===== config.mk =====
export PLATFORM = sky130hd
export DESIGN_NAME = alu_addsub_seq
export DESIGN_NICKNAME = d
export VERILOG_FILES = /design/src/rtl/alu_addsub_seq.sv
export SDC_FILE = /design/constraint.sdc
export NUM_CORES = 1
export LEC_CHECK = 0
export ABC_AREA = 1
export BUFFER_PORTS_ARGS = -buffer_cell sky130_fd_sc_hd__buf_2
export CORE_MARGIN = 1.5
export CORE_UTILIZATION = 35
export CTS_CLUSTER_SIZE = 25
export DETAILED_ROUTE_END_ITERATION = 8
export MAX_ROUTING_LAYER = met4
export PLACE_DENSITY_LB_ADDON = 0.15
export SYNTH_ARGS = -nofsm -noshare
export SYNTH_HDL_FRONTEND = slang
export SYNTH_SLANG_ARGS = --single-unit

===== constraint.sdc =====
create_clock -name clk -period 3.45 [get_ports clk]
set_clock_uncertainty 0.15 [all_clocks]
set_input_delay 0.69 -clock clk [delete_from_list [all_inputs] [get_ports clk]]
set_output_delay 0.69 -clock clk [all_outputs]
set_load 0.005 [all_outputs]

===== src/rtl/alu_addsub_seq.sv =====
// Multi-cycle add/subtract unit: CHUNK bits per cycle, registered carry between chunks.
// Build option ALU_ADDSUB_SAT_EN: saturate z to the signed extreme on overflow.
module alu_addsub_seq #(
  parameter int WIDTH = 16,
  parameter int CHUNK = 4
) (
  input  logic             clk,
  input  logic             rst_n,
  input  logic             in_valid,
  output logic             in_ready,
  input  logic [WIDTH-1:0] x,
  input  logic [WIDTH-1:0] y,
  input  logic             sub,
  output logic             out_valid,
  input  logic             out_ready,
  output logic [WIDTH-1:0] z,
  output logic             sign,
  output logic             zero,
  output logic             carry,
  output logic             parity,
  output logic             overflow
);

  localparam int CH_SAFE = (CHUNK < 1) ? 1 : CHUNK;
  localparam int N       = WIDTH / CH_SAFE;
  localparam int CW      = (N > 1) ? $clog2(N) : 1;

  localparam logic [1:0] S_IDLE = 2'd0;
  localparam logic [1:0] S_RUN  = 2'd1;
  localparam logic [1:0] S_DONE = 2'd2;

  if (CHUNK < 1 || (WIDTH % CH_SAFE) != 0) begin : g_bad_cfg
    $error("alu_addsub_seq: WIDTH must be a positive multiple of CHUNK (CHUNK >= 1)");
  end

  logic [1:0]       state;
  logic [CW-1:0]    count;
  logic [WIDTH-1:0] a_r;
  logic [WIDTH-1:0] b_r;
  logic             c_r;
  logic             sub_r;
  logic [WIDTH-1:0] z_r;
  logic             sign_r, zero_r, carry_r, parity_r, ovf_r;

  logic [31:0]      base;
  logic [CHUNK-1:0] a_ch, b_ch;
  logic [CHUNK:0]   sum;
  logic [WIDTH-1:0] chunk_mask;
  logic [WIDTH-1:0] z_step;
  logic [WIDTH-1:0] z_fin;
  logic             ovf;
  logic             last;

  always_comb begin
    base       = 32'(count) * 32'(CHUNK);
    a_ch       = CHUNK'(a_r >> base);
    b_ch       = CHUNK'(b_r >> base);
    sum        = {1'b0, a_ch} + {1'b0, b_ch} + {{CHUNK{1'b0}}, c_r};
    chunk_mask = WIDTH'({CHUNK{1'b1}});
    // Merge the new chunk into z without a variable part-select on the write side.
    z_step     = (z_r & ~(chunk_mask << base)) | (WIDTH'(sum[CHUNK-1:0]) << base);
    ovf        = (a_r[WIDTH-1] == b_r[WIDTH-1]) && (z_step[WIDTH-1] != a_r[WIDTH-1]);
    z_fin      = z_step;
`ifdef ALU_ADDSUB_SAT_EN
    if (ovf) begin
      z_fin = a_r[WIDTH-1] ? {1'b1, {(WIDTH-1){1'b0}}} : {1'b0, {(WIDTH-1){1'b1}}};
    end
`endif
    last       = (count == CW'(N - 1));
  end

  always_ff @(posedge clk or negedge rst_n) begin
    if (!rst_n) begin
      state    <= S_IDLE;
      count    <= '0;
      a_r      <= '0;
      b_r      <= '0;
      c_r      <= 1'b0;
      sub_r    <= 1'b0;
      z_r      <= '0;
      sign_r   <= 1'b0;
      zero_r   <= 1'b0;
      carry_r  <= 1'b0;
      parity_r <= 1'b0;
      ovf_r    <= 1'b0;
    end else begin
      case (state)
        S_IDLE: begin
          if (in_valid) begin
            a_r   <= x;
            b_r   <= sub ? ~y : y;
            c_r   <= sub;
            sub_r <= sub;
            count <= '0;
            state <= S_RUN;
          end
        end
        S_RUN: begin
          c_r <= sum[CHUNK];
          if (last) begin
            z_r      <= z_fin;
            sign_r   <= z_fin[WIDTH-1];
            zero_r   <= (z_fin == '0);
            carry_r  <= sub_r ? ~sum[CHUNK] : sum[CHUNK];
            parity_r <= ~^z_fin;
            ovf_r    <= ovf;
            state    <= S_DONE;
          end else begin
            z_r   <= z_step;
            count <= count + 1'b1;
          end
        end
        S_DONE: begin
          if (out_ready) begin
            state <= S_IDLE;
          end
        end
        default: state <= S_IDLE;
      endcase
    end
  end

  assign in_ready  = (state == S_IDLE);
  assign out_valid = (state == S_DONE);
  assign z         = z_r;
  assign sign      = sign_r;
  assign zero      = zero_r;
  assign carry     = carry_r;
  assign parity    = parity_r;
  assign overflow  = ovf_r;

endmodule


==> results of run 1 <==
state kept, by name, summed over array words and instances, names as in the netlist:
| name | cells |
|---|---|
| a_r | 16 |
| b_r | 16 |
| z | 16 |
| count | 2 |
| state | 2 |
| c_r | 1 |
| carry | 1 |
| overflow | 1 |
| parity | 1 |
| sign | 1 |
| sub_r | 1 |
| zero | 1 |
timing repair:
action | 4_1_cts | 5_1_grt
gates cloned | 0 | 1
endpoints found under the setup margin | 1 | 1
buffers inserted | 1 | 1
resized for setup | 3 | 30
pin swaps | 3 | 17
path summary, 6_finish.rpt:
kind / to / cells past startpoint / slack, ps / from
min: overflow$_DFFE_PN0P_ / 2 / 330 / overflow$_DFFE_PN0P_
min reg2reg: overflow$_DFFE_PN0P_ / 2 / 330 / overflow$_DFFE_PN0P_
max: parity$_DFFE_PN0P_ / 20 / 130 / count[0]$_DFFE_PN0P_
max reg2reg: parity$_DFFE_PN0P_ / 20 / 130 / count[0]$_DFFE_PN0P_
min in group asynchronous: z[8]$_DFFE_PN0P_ / 1 / 360 / rst_n
max in group asynchronous: b_r[11]$_DFFE_PN0P_ / 2 / 2070 / rst_n
cells by family after synthesis:
| kind of cell | count (synthesis) |
|---|---|
| fa+ha+maj | 16 |
| simple gates | 161 |
| xor+xnor | 20 |
| buf+inv | 60 |
| compound gates | 83 |
| flops | 59 |
metal layers:
| layer | vias to the layer above | routed length [um] | track usage [%] | share of wire [%] |
|---|---|---|---|---|
| li1 | 1450 | - | - | - |
| met1 | 1306 | 3720 | 21.8 | 47 |
| met2 | 67 | 3800 | 28.3 | 48 |
| met3 | 13 | 287 | 2.95 | 3.6 |
| met4 | 0 | 182 | 7.80 | 2.3 |
| met5 | - | 0 | - | 0 |
cells in the mapped netlist, drive strengths merged:
cell	count	area, um2
a31oi	1	6.26
nor2	23	110
nand3	13	75.1
xor2	2	17.5
a21oi	6	30.0
a32oi	6	52.6
o31ai	2	20.0
clkbuf	4	15.0
o21ai	53	265
or2	1	6.26
ha	14	175
xnor2	18	158
a32o	1	10.0
nand2	121	457
o22ai	12	75.1
a22oi	2	15.0
inv	43	166
nand3b	1	7.51
fa	2	40.0
dfrtp	59	1480
buf	13	68.8
nand4	2	12.5
through the flow:
step           cells  cell area (um2)
2_1_floorplan    399             3280
3_3_place_gp     570             3750
3_5_place_dp     570             3750
4_1_cts          587             3980
5_1_grt          589             4090
6_report         589             4090
area by class of cell:
| type | count | area [um2] | share of cell area, % |
|---|---|---|---|
| Clock buffer | 11 | 131 | 3.21 |
| Sequential cell | 59 | 1480 | 36.1 |
| Clock inverter | 5 | 77.6 | 1.90 |
| Multi-Input combinational cell | 280 | 1630 | 39.9 |
| Inverter | 43 | 171 | 4.19 |
| Timing Repair Buffer | 80 | 462 | 11.3 |
| Tap cell | 111 | 139 | 3.40 |
worst min-delay path, cell delays in order (launching register included):
cell,delay [ps]
dfrtp_1,340
nand2_1,50
nand2_1,60
==> results.md, run 1 <==
* Cell family with most CP delay: adder cells
* TritonCTS clock tree: built
* Worst EP arrival at between 3000 and 4000 ps
* Initial antenna violation count at 0
* Net count, final at roughly 530
* CP max stage cell: dfrtp_2
* Crit path time final at 3320 ps
* Vias/cell at 4.81
* Clk buf depth at 2
* Critical Path Sink Type: flop
* Most frequent cells in the layout: nand2_1, buf_2, dfrtp_1, o21ai_0, inv_1
* Seq cells post-synth at 59
* Worst setup margin at 129 ps
* Status: finished, final reports clean
* GPL Wtd Cong at approximately 0.90
* FILL cells at between 900 and 1000
* Main combinational cell family by area after synthesis: simple AND/OR/NAND/NOR gates
* Clock-pin slew on the worst setup and hold paths at about 70 ps
* WP buf/inv at 5
* Root Driver: clkbuf_8
* Area Overhead vs Synth at 25.4%
* Cell variety after synth at 32
* Via total after detailed routing at 2836
* Crit start category: flop
* Endpoints failing hold at 0
* Antenna-violating nets left at 0
* Worst-path fanout max at 5
* Register area share after synthesis at between 40% and 50%
* DP HPWL at 5930 um
* Peak Freq at 301 MHz
* Die area at 0.00990 mm2
* Warnings from Yosys at 0
* Worst path cell trace: buf_6 > o21ai_2 > o22ai_2 > fa_2 > inv_2 > fa_2 > inv_2 > a32oi_1 > ha_1 > or2_1 > nand2_1 > nand2_1 > nand2_1 > inv_1 > nand2_1 > nand2_1 > inv_1 > nand3_1 > nand3_1 > nand2_1
* Syn Inst Count at 399
* Ant. Diodes at 0
* H-tree depth at 3
* Initial Util at 35.6%
* HP Class: flop to flop
* WS Path Type: flop to flop
* Clock buffer count from CTS at 9
* Row count at 35
* CP most frequent cell: nand2_1
* Xor and xnor fraction of the mapped netlist area at 5.37%
* # setup viols final at 0
* DR iter-0 viols at 87
* TNS Setup at 0 ps
* Max_slew headroom at 34.9%
* Worst slack at placement at -45.6 ps
* Share of layout cells above drive strength 1 at 27.6%
* Die height at 99.5 um
* Period utilisation layout at a little over nine tenths
* Max incr delay on CP at 450 ps
* Hold WS at 329 ps
* Compound-Gate Fraction of Synth Area at between 10 and 15%
* Multiplexer share of the synthesized area at 0%
* Adder-cell area share of the yosys netlist at ~6.6%
* Worst skew pair latency at 330 ps
* Mapped Area at 0.00326 mm2
* Maxcap violations at 0
* Gr ovfl total at 0
* Largest net degree at the start of global routing at 49
* Core area at 0.00915 mm2
* Routed wire length at 7990 um
* Syn avg cell area at 8.17 um2
* Unrepaired setup endpoints after global routing: yes
* Global-route wire length before repair at 13100 um
* DRC at 0
* Die X at a little under 100 um
* Simple-gate area share of the yosys netlist at 20.5%
* Syn_nets at 452
* Num ports at 60
* Final Max Tran Viols at 0
* Slew @ Worst Pin at 976 ps
* CTS sink count at 59
* CTS Hold Buffers Added at 0
* Fin util at roughly 45%
* Vias in the first global route at between 2000 and 3000
* CP required at 3520 ps
* Wire per inst at 13.6 um
* Most common cell after layout, fill and taps aside: nand2_1
* Total GRT Usage at 17.6%
* Detailed Routing Iterations Pass 1 at 4
* # port buffers at 59
Power of run 1 is left out: the tool's default activity adds up to more than one toggle a clock period on the data nets, which glitch-free logic cannot reach.
==> run 2: changes to the inputs <==
- ABC_AREA: 1 -> not set
==> run 2 against run 1 <==
Against the previous run: final cell count shrank 20%; global-route usage decreased by 1.0 points; the flow now finishes with violations (setup timing); highest routed layer unchanged; via count is 18% lower.
==> results.md, run 2 <==
* Synth Flop Type: dfrtp_1
* CP required at roughly 3500 ps
* Net count, final at 412
* Global-route wire length before repair at 11800 um
* Syn Inst Count at about 280
* Worst-path fanout max at 6
* Share of layout cells above drive strength 1 at 37.1%
* Maxcap violations at 0
* CTS Hold Buffers Added at 0
* Yosys top cell by area: dfrtp_1
* Num ports at 60
* Seq cells post-synth at around 60
* TritonCTS clock tree: built
* Initial Util at 35.9%
* Compound-Gate Fraction of Synth Area at about an eighth
* Detailed Routing Iterations Pass 1 at 4
* HP Class: flop to flop
* Antenna-violating nets left at 0
* Ant. Diodes at 0
* Synth area leaders: dfrtp_1, mux2_2, xnor2_1
* Row count at 34
* Clk buf depth at 2
* Routed wire length at 7020 um
* Xor and xnor fraction of the mapped netlist area at 8.04%
* Most frequent cells in the layout: buf_2, dfrtp_1, nor2_1, nand2_1, a21oi_1
* Crit start category: flop
* Worst skew pair latency at 340 ps
* Worst EP arrival at 3650 ps
* Syn avg cell area at 10.9 um2
* DRC at 0
* Die X at 97.1 um
* Crit path time final at 3590 ps
* Cell with the most instances after synthesis: dfrtp_1
* Root Driver: clkbuf_8
* Peak Freq at between 200 and 300 MHz
* Vias/cell at 4.93
* Core area at around 0.0086 mm2
* Yosys top cell area share at between 40% and 50%
* Status: finished, violations left
* Area Overhead vs Synth at 25.5%
* Initial antenna violation count at 0
* Warnings from Yosys at 0
* Multiplexer share of the synthesized area at around 13%
* Endpoints failing hold at 0
* # setup viols final at 1
* Slew @ Worst Pin at 971 ps
* Largest net degree at the start of global routing at 44
* Register area share after synthesis at 47.7%
* Mapped Area at roughly 0.0031 mm2
* Die height at 97.1 um
* Via total after detailed routing at 2326
* DR iter-0 viols at about 80
* Main combinational cell family by area after synthesis: multiplexers
* Adder-cell area share of the yosys netlist at 6.95%
* WS Path Type: flop to flop
* Gr ovfl total at 0
* Clock buffer count from CTS at 9
* GPL Wtd Cong at 0.862
* Period utilisation layout at 104%
* Worst slack at placement at -227 ps
* Placed Area at 0.00362 mm2
* CTS sink count at 59
* DP HPWL at 5240 um
* # port buffers at 59
* Final Cell Area at between 0.003 and 0.004 mm2
* Critical Path Sink Type: flop
* Worst setup margin at -138 ps
* H-tree depth at 3
* Max_slew headroom at 35.3%
* Ys async rst share at between 90% and 100%
* Cell variety after synth at 37
* Post-synth EDFFs at 0
* Die area at 0.00942 mm2
* Violated checks: setup timing
* Synth top cells by count: dfrtp_1, nor2_1, nand2_1
* Wire per inst at 14.9 um
* Final Max Tran Viols at 0
* Vias in the first global route at approximately 2300
* Unrepaired setup endpoints after global routing: yes
* Worst R2R Setup Slack at -140 ps
* Most common cell after layout, fill and taps aside: buf_2
* Hold WS at 318 ps
* Total GRT Usage at 16.5%
* Clock-pin slew on the worst setup and hold paths at 60 ps
* Simple-gate area share of the yosys netlist at around 9.1%
* Syn_nets at 336
[run 2: cell type report]
class	instances	area (um2)
clock buffers	12	155
clock inverters	4	72.6
flip-flops and latches	59	1480
repair buffers	80	457
well taps	108	135
fillers	866	4750
multi-input cells	197	1540
inverters	12	45.0
[run 2: kinds of logic (layout without fill, tap and decap cells)]
| group | count (synthesis) | after routing |
|---|---|---|
| and+or+nand+nor | 66 | 66 |
| AOI/OAI and AO/OA | 62 | 62 |
| DFF | 59 | 59 |
| muxes | 27 | 27 |
| buffers and inverters | 27 | 108 |
| xor gates and xnor gates | 26 | 26 |
| adders and majority gates | 16 | 16 |
[run 2: what timing repair did]
item | 4_1_cts | 5_1_grt
endpoints found under the setup margin | 1 | 1
pin swaps | 0 | 4
resized for setup | 1 | 7
setup buffers | 0 | 1
[run 2: final timing paths]
kind	from	end	cells past startpoint
setup / recovery	count[0]$_DFFE_PN0P_	parity$_DFFE_PN0P_	12
hold / removal	zero$_DFFE_PN0P_	zero$_DFFE_PN0P_	2
hold reg to reg	zero$_DFFE_PN0P_	zero$_DFFE_PN0P_	2
setup reg to reg	count[0]$_DFFE_PN0P_	parity$_DFFE_PN0P_	12
max in group asynchronous	rst_n	b_r[7]$_DFFE_PN0P_	2
min in group asynchronous	rst_n	z[10]$_DFFE_PN0P_	1
[run 2: critical path, cell delays in order (launching register included)]
cell and delay (ps):
dfrtp_2 430, mux4_2 550, fa_2 400, inv_2 60
fa_1 430, inv_2 120, a22oi_2 70, ha_1 320
xnor2_2 140, xnor2_1 200, xnor3_1 360, xnor2_1 140
o21ai_1 70
[run 2: stage by stage]
stage / TNS, ps / instances / utilization, %
after floorplan: -169 / 283 / -
after global placement: -149 / 455 / 41.9
after detailed placement: -227 / 455 / 41.9
after CTS: -182 / 471 / 44.5
after global routing: -340 / 472 / 45.0
final: -138 / 472 / 45.0
[run 2: per-layer routing]
metal  global-route usage (%)  up-vias  part of all wire (%)
met2                     25.3       57                    48
met3                     4.46       13                   4.2
met4                     6.35        0                   2.1
met1                     21.0     1112                    46
met5                        -        -                     0
li1                         -     1144                     -
Power of run 2 is left out for the same reason.
==> run 3: changes to the inputs <==
- RECOVER_POWER: not set -> 25
- clock period: 3.45 -> 3.5 ns (I/O delays scaled with it)
==> run 3 against run 2 <==
Against the previous run: the run still ends with setup timing left; non-clock buffer count shrank 4; maximum frequency grew 1.1%; count of clock-buffer cells in the layout shrank 3; die area is the same; global-route usage grew 0.19 points; hold slack gained 6.3 ps; worst setup slack gained 90 ps; core utilization shrank 1.2 points; final cell count shrank 1.1%; largest cell class unchanged; flip-flop and latch count is the same.
==> results.md, run 3 (synthesis gave the netlist of run 2 again) <==
* Status: finished, violations left
* Initial Util at 35.9%
* Core area at ~0.0086 mm2
* Worst EP arrival at 3610 ps
* Via total after detailed routing at approximately 2300
* Global-route wire length before repair at roughly 12000 um
* Maxcap violations at 0
* Max incr delay on CP at 540 ps
* CP required at between 3000 and 4000 ps
* Period utilisation layout at 101%
* Gr ovfl total at 0
* Cell family with most CP delay: adder cells
* DR iter-0 viols at 78
* Area Overhead vs Synth at 22.1%
* Worst path cell trace: mux4_2 > fa_2 > inv_2 > fa_1 > inv_2 > buf_4 > a22oi_1 > ha_1 > xnor2_2 > xnor2_1 > xnor3_1 > xnor2_1 > o21ai_1
* Detailed Routing Iterations Pass 1 at 4
* TritonCTS clock tree: built
* WP buf/inv at 3
* Most frequent cells in the layout: dfrtp_1, buf_2, nor2_1, nand2_1
* Violated checks: setup timing
* Endpoints failing hold at 0
* Die area at 0.00942 mm2
* Placed Area at 0.00359 mm2
* Row count at 34
* Die X at 97.1 um
* Clock buffer count from CTS at 9
* TNS Setup at -48.6 ps
* Share of layout cells above drive strength 1 at 35.1%
* Net count, final at 408
* Peak Freq at roughly 280 MHz
* Wire per inst at 14.9 um
* Total GRT Usage at approximately 17%
* Num ports at 60
* Ant. Diodes at 0
* DP HPWL at 5380 um
* Slew @ Worst Pin at 1020 ps
* DRC at 0
* H-tree depth at 3
* Crit start category: flop
* Unrepaired setup endpoints after global routing: yes
* Vias/cell at 4.96
* Worst-path fanout max at 6
* Footprint of the multi-input gates at approximately 0.0015 mm2
* Clock-pin slew on the worst setup and hold paths at 60 ps
* # setup viols final at 1
* Max_slew headroom at around a third
* Worst skew pair latency at between 300 and 400 ps
* # Post-CTS Setup Buffers at 0
* Final Cell Area at around 0.0038 mm2
* HP Class: flop to flop
* Routed wire length at 6960 um
* Clk buf depth at 2
* Critical Path Sink Type: flop
* Antenna-violating nets left at 0
* Vias in the first global route at 2283
* Worst setup margin at -48.6 ps
* Hold WS at roughly 320 ps
* WS Path Type: flop to flop
* Register area at 0.00148 mm2
* CP max stage cell: mux4_2
* Largest net degree at the start of global routing at 37
* CTS sink count at 59
* Final Max Tran Viols at 0
* Die height at 97.1 um
* Initial antenna violation count at 0
* # port buffers at approximately 60
* GPL Wtd Cong at 0.922
* Worst slack at placement at -166 ps
* CTS Hold Buffers Added at 0
* Root Driver: clkbuf_8
* Crit path time final at 3550 ps
* FILL cells at 839
run 3: routing by layer:
| metal | routed length, um | track usage [%] | vias to the layer above | part of all wire, % |
|---|---|---|---|---|
| li1 | - | - | 1131 | - |
| met1 | 3230 | 21.2 | 1094 | 46 |
| met2 | 3250 | 25.1 | 73 | 47 |
| met3 | 325 | 4.68 | 16 | 4.7 |
| met4 | 153 | 7.25 | 0 | 2.2 |
| met5 | 0 | - | - | 0 |
run 3: per-stage QoR:
| step | utilization (%) | std cells |
|---|---|---|
| final | 43.8 | 467 |
| after global routing | 43.8 | 467 |
| after CTS | 43.8 | 467 |
| after detailed placement | 41.6 | 452 |
| after global placement | 41.6 | 452 |
| after floorplan | - | 283 |
run 3: worst min-delay path: stages (launching register included):
cell and delay (ps):
dfrtp_1 340, nand2_1 50, o41ai_1 50
run 3: what timing repair did:
action,4_1_cts,5_1_grt
pin swaps,1,0
gates resized for setup,3,1
setup endpoints to repair,1,1
run 3: area by class of cell:
class	instances	share of cell area, %
Multi-Input combinational cell	197	40.3
Clock inverter	6	1.52
Inverter	12	1.19
Tap cell	108	3.57
Sequential cell	59	39.1
Clock buffer	9	3.27
Timing Repair Buffer	76	11.0
run 3: worst paths after layout:
path                                       from  slack (ps)  depth (start not counted)              endpoint
min in group asynchronous                 rst_n         340                          1  state[0]$_DFFE_PN0P_
min reg2reg                    zero$_DFFE_PN0P_         320                          2      zero$_DFFE_PN0P_
max reg2reg                count[0]$_DFFE_PN0P_         -50                         13    parity$_DFFE_PN0P_
max                        count[0]$_DFFE_PN0P_         -50                         13    parity$_DFFE_PN0P_
max in group asynchronous                 rst_n        1410                          2     z[13]$_DFFE_PN0P_
min                            zero$_DFFE_PN0P_         320                          2      zero$_DFFE_PN0P_
Power of run 3 is left out for the same reason.
